### src/rtl/test_status_pkg.sv
// Shared types and constants for the self-checking program status monitor:
// state encoding, LED pattern helpers and parameter sanity limits.
package test_status_pkg;

  typedef enum logic [2:0] {
    ST_IDLE   = 3'd0,
    ST_RUN    = 3'd1,
    ST_SETTLE = 3'd2,
    ST_PASS   = 3'd3,
    ST_FAIL   = 3'd4,
    ST_TMO    = 3'd5
  } state_e;

  // LED helpers are built at the widest supported width and narrowed by the user.
  localparam int LED_MAX_W       = 64;
  localparam int MIN_NUM_CH      = 2;
  localparam int MIN_LED_W       = 2;
  localparam int MIN_STABLE_CYC  = 1;
  localparam int MIN_TIMEOUT_CYC = 2;
  localparam int MIN_BLINK_DIV   = 1;

  localparam logic [LED_MAX_W-1:0] LED_ALL_ONES = '1;

  function automatic bit cfg_ok(int num_ch, int led_w, int stable_cyc,
                                int timeout_cyc, int blink_div);
    return (num_ch >= MIN_NUM_CH) && (led_w >= MIN_LED_W) &&
           (led_w <= LED_MAX_W) && ((led_w % 2) == 0) &&
           (stable_cyc >= MIN_STABLE_CYC) && (timeout_cyc >= MIN_TIMEOUT_CYC) &&
           (blink_div >= MIN_BLINK_DIV);
  endfunction

  function automatic logic [LED_MAX_W-1:0] led_tmo_mask(int led_w);
    return (LED_MAX_W'(1) << (led_w / 2)) - LED_MAX_W'(1);
  endfunction

  function automatic logic [LED_MAX_W-1:0] led_fail_pat(logic phase);
    return phase ? {32{2'b10}} : {32{2'b01}};
  endfunction

endpackage

### src/rtl/test_status_monitor_led_pattern_gen.sv
// Blink divider, phase flop and LED pattern mux. Works on the next state so
// the pattern lands in the output register on the same edge as the state.
module led_pattern_gen
  import test_status_pkg::*;
#(
  parameter int LED_W     = 8,
  parameter int BLINK_DIV = 25000000
) (
  input  logic             clk,
  input  logic             rst,
  input  state_e           state_nxt,
  input  logic             state_chg,
  output logic [LED_W-1:0] led_o
);

  localparam int BW = (BLINK_DIV > 1) ? $clog2(BLINK_DIV) : 1;
  localparam logic [BW-1:0] WRAP = BW'(BLINK_DIV - 1);
  localparam logic [LED_MAX_W-1:0] TMO_MASK = led_tmo_mask(LED_W);

  logic [BW-1:0]    blink_cnt, cnt_nxt;
  logic             phase, phase_nxt;
  logic [LED_W-1:0] pat_nxt;

  // NOTE: every variable written here gets a default first, so no path can infer a latch.
  always_comb begin
    cnt_nxt   = blink_cnt + BW'(1);
    phase_nxt = phase;
    if (state_chg) begin
      cnt_nxt   = '0;
      phase_nxt = 1'b0;
    end else if (blink_cnt == WRAP) begin
      cnt_nxt   = '0;
      phase_nxt = ~phase;
    end
  end

  always_comb begin
    pat_nxt = '0;
    case (state_nxt)
      ST_RUN, ST_SETTLE: pat_nxt = LED_W'(phase_nxt);
      ST_PASS:           pat_nxt = LED_W'(LED_ALL_ONES);
      ST_FAIL:           pat_nxt = LED_W'(led_fail_pat(phase_nxt));
      ST_TMO:            pat_nxt = LED_W'(TMO_MASK);
      default:           pat_nxt = '0;
    endcase
  end

  always_ff @(posedge clk or negedge rst) begin
    if (!rst) begin
      blink_cnt <= '0;
      phase     <= 1'b0;
      led_o     <= '0;
    end else begin
      blink_cnt <= cnt_nxt;
      phase     <= phase_nxt;
      led_o     <= pat_nxt;
    end
  end

endmodule

### config.mk
export PLATFORM = sky130hd
export DESIGN_NAME = led_pattern_gen
export DESIGN_NICKNAME = d
export VERILOG_FILES = /design/src/rtl/test_status_pkg.sv /design/src/rtl/test_status_monitor_led_pattern_gen.sv
export SDC_FILE = /design/constraint.sdc
export NUM_CORES = 1
export LEC_CHECK = 0
export BUFFER_PORTS_ARGS = -buffer_cell sky130_fd_sc_hd__buf_2
export CAP_MARGIN = 20
export CORE_UTILIZATION = 35
export DETAILED_ROUTE_END_ITERATION = 8
export SLEW_MARGIN = 20
export SYNTH_ARGS = -nofsm -noshare
export SYNTH_HDL_FRONTEND = slang
export SYNTH_SLANG_ARGS = --single-unit
### constraint.sdc
create_clock -name clk -period 1.95 [get_ports clk]
set_clock_uncertainty 0.1 [all_clocks]
set_input_delay 0.585 -clock clk [delete_from_list [all_inputs] [get_ports clk]]
set_output_delay 0.585 -clock clk [all_outputs]
set_load 0.02 [all_outputs]
==> flow_summary_export.csv <==
group,metric,value,unit
status,status,"complete, but fails checks",
status,violations,"negative setup slack",
worst_setup_path,path_class,"flip-flop to flip-flop",
logic_synthesis,synth_area,0.00151,mm²
sta,finalSetupViolCount,1,
placed_design,portBuffers,13,
sta,fin_crit_sh,102,%
floorplanning,start_util,37.2,%
route,remaining_drc_errors,0,
final_layout,drive_gt1_share,27.6,%
clock_network,cts_tree,"yes",
route,wl_per_cell,12.6,µm
global_route,grt_overflow,0,
global_route,grt_max_degree,32,
route,routed_wl,2950,µm
route,drt_first_iter_violations,33,
hold_path,hold_class,"input pin to async pin",
clock_network,clk_pin_slew,0.06,ns
logic_synthesis,yosys-top-cells-area,"dfrtp_1 (51%), xor2_1 (11%), nor2_1 (7.7%), nand3_1 (4.3%), nand4_1 (3.3%)",
route,ant_nets,0,
sta,hold_violations,0,
logic_synthesis,avgSynthCellArea,10.1,µm²
route,first_pass_iters,4,
placed_design,hpwlAfterDp,2150,µm
route,viasPerCell,4.92,
power_and_ir_drop,p_total,1.39,mW
clock_network,cts.path.max_buffers,2,
worst_setup_path,rrSetupSlack,-0.04,ns
worst_setup_path,cp-start-kind,"flip-flop",
sta,setup_ws,-0.0390,ns
logic_synthesis,netlist_instances,149,
sta,fin_crit,1.99,ns
logic_synthesis,synth_top_flop_cell,"dfrtp_1",
floorplanning,rows,23,
final_layout,n_antenna_cell,0,
logic_synthesis,synth-edff-count,0,
clock_network,cts_inserted_buffers,5,
clock_network,cts_hold_buf,0,
power_and_ir_drop,leakage,0.937,nW
logic_synthesis,synthDominantCellAreaShare,51.4,%
floorplanning,chipHeight,67.7,µm
final_layout,final_nets,191,
clock_network,htree_levels,2,
placed_design,dp.cells,226,
logic_synthesis,ys_seq_area_share,51.4,%
global_route,grt_pass1_vias,1166,
global_route,grt_first_pass_wirelength,5180,µm
route,vias,1156,
floorplanning,die_area,0.00458,mm²
floorplanning,coreArea,0.00406,mm²
logic_synthesis,yosys_warnings,0,
clock_network,clk-insertion-delay-late,0.28,ns
logic_synthesis,synth_cell_types,25,
global_route,grt_usage,15.8,%
worst_setup_path,critPathArrivalTime,2.06,ns
sta,slew_violations,0,
placed_design,pre_cts_ws,-0.138,ns
clock_network,clock_sinks,31,
job,max_cap_violations,0,
sta,relSlewSlack,71.9,%
final_layout,layoutNonFillerInstCount,235,
sta,fmax,0.503,GHz
worst_setup_path,cp_max_fo,4,
power_and_ir_drop,power_density,734,mW/mm²
floorplanning,ios,14,
worst_setup_path,required,2.02,ns
sta,rsz0062_at_grt,"yes",
final_layout,area_growth,25.5,%
global_route,antenna_found_initial,0,
logic_synthesis,yosysTopAreaCell,"dfrtp_1",
logic_synthesis,syn-num-nets,156,
logic_synthesis,async_reset_ff_share,100,%
sta,worstMarginPinSlew,0.420,ns
power_and_ir_drop,ir_worst_vdd,350,µV
clock_network,cts-root-buf,"clkbuf_8",
placed_design,gp_congestion,0.755,
worst_setup_path,end_kind,"flip-flop",
logic_synthesis,synth-seq-cells,31,
floorplanning,die-width,67.7,µm
[routing by layer]
metal	global-route usage, %	up-vias	part of all wire (%)
met1	19.1	559	47
met5	0	-	0
met2	26.1	27	47
li1	-	564	-
met4	7.18	0	1.8
met3	4.05	6	4.3
[per-stage QoR]
stage               hold WS (ns)  setup TNS [ns]  area, µm²  util [%]
floorplan                  0.189               0       1510         -
global placement           0.418         -0.0543       1750      43.2
global route               0.234          -0.282       1890      46.7
detailed placement         0.442          -0.336       1750      43.2
finish                     0.212         -0.0390       1890      46.7
CTS                        0.220         -0.0461       1890      46.7
[synthesized netlist by cell type, types with 2 or more instances]
cell / n
nor4b_2: 2
nand3_1: 13
and4_1: 3
and3_1: 5
xor2_1: 19
nor2_1: 31
buf_4: 5
clkbuf_1: 2
xnor2_1: 4
nand2_1: 8
inv_1: 3
nand4_1: 8
dfrtp_1: 31
o21ai_0: 3
o21a_1: 2
[worst max-delay path, stage by stage (launching register included)]
cell,delay (ns)
dfrtp_1,0.40
nor4b_2,0.28
nand2_1,0.13
nor4_4,0.32
mux2i_1,0.22
buf_4,0.15
mux2_4,0.29
[kinds of logic after synthesis]
kind of cell | synth area share (%)
compound gates | 2.32
mux | 1.41
xor+xnor | 13.3
fa+ha+maj | 0.829
buf+inv | 4.06
flops | 51.4
simple gates | 26.6
[path summary, 6_finish.rpt]
kind | start | to | cells after the start
setup / recovery | blink_cnt[17] | led_o[0] | 6
hold / removal | rst | blink_cnt[12] | 2
setup reg to reg | blink_cnt[17] | led_o[0] | 6
hold reg to reg | blink_cnt[0] | blink_cnt[0] | 2
max in group asynchronous | rst | blink_cnt[8] | 2
min in group clk | blink_cnt[0] | blink_cnt[0] | 2
[report_power, final]
group / leakage, nW / switching (mW) / total, mW / internal, mW
Combinational: 0.450 / 0.0543 / 0.0847 / 0.0304
Clock: 0.0612 / 0.233 / 0.646 / 0.413
Sequential: 0.425 / 0.00609 / 0.661 / 0.655
[layout make-up]
type	count	area, µm²
Fill cell	381	2160
Sequential cell	31	776
Multi-Input combinational cell	107	689
Timing Repair Buffer	36	238
Clock buffer	6	82.6
Tap cell	50	62.6
Clock inverter	2	35.0
Inverter	3	11.3
[registers in the layout (all words and copies together), names as in the netlist]
name,cells
blink_cnt,25
led_o,5
phase,1
[placed cells by master (no fill, tap or decap), types with 2 or more instances in the layout]
cell and count:
nand4_1 8, and3_1 5, nor4_4 2, nor4b_2 2
nand3_1 12, buf_4 23, o21ai_0 2, nor2_1 31
o21a_1 2, xnor2_1 4, clkbuf_8 6, xor2_1 19
and4_1 3, inv_1 3, buf_2 13, dfrtp_1 31
nand2_1 8
[what timing repair did]
action / 4_1_cts / 5_1_grt
resized for setup: 3 / 1
pin swaps: 4 / 0
endpoints found under the setup margin: 4 / 4
buffers inserted: 1 / 0
(Power assumes the default switching activity.)
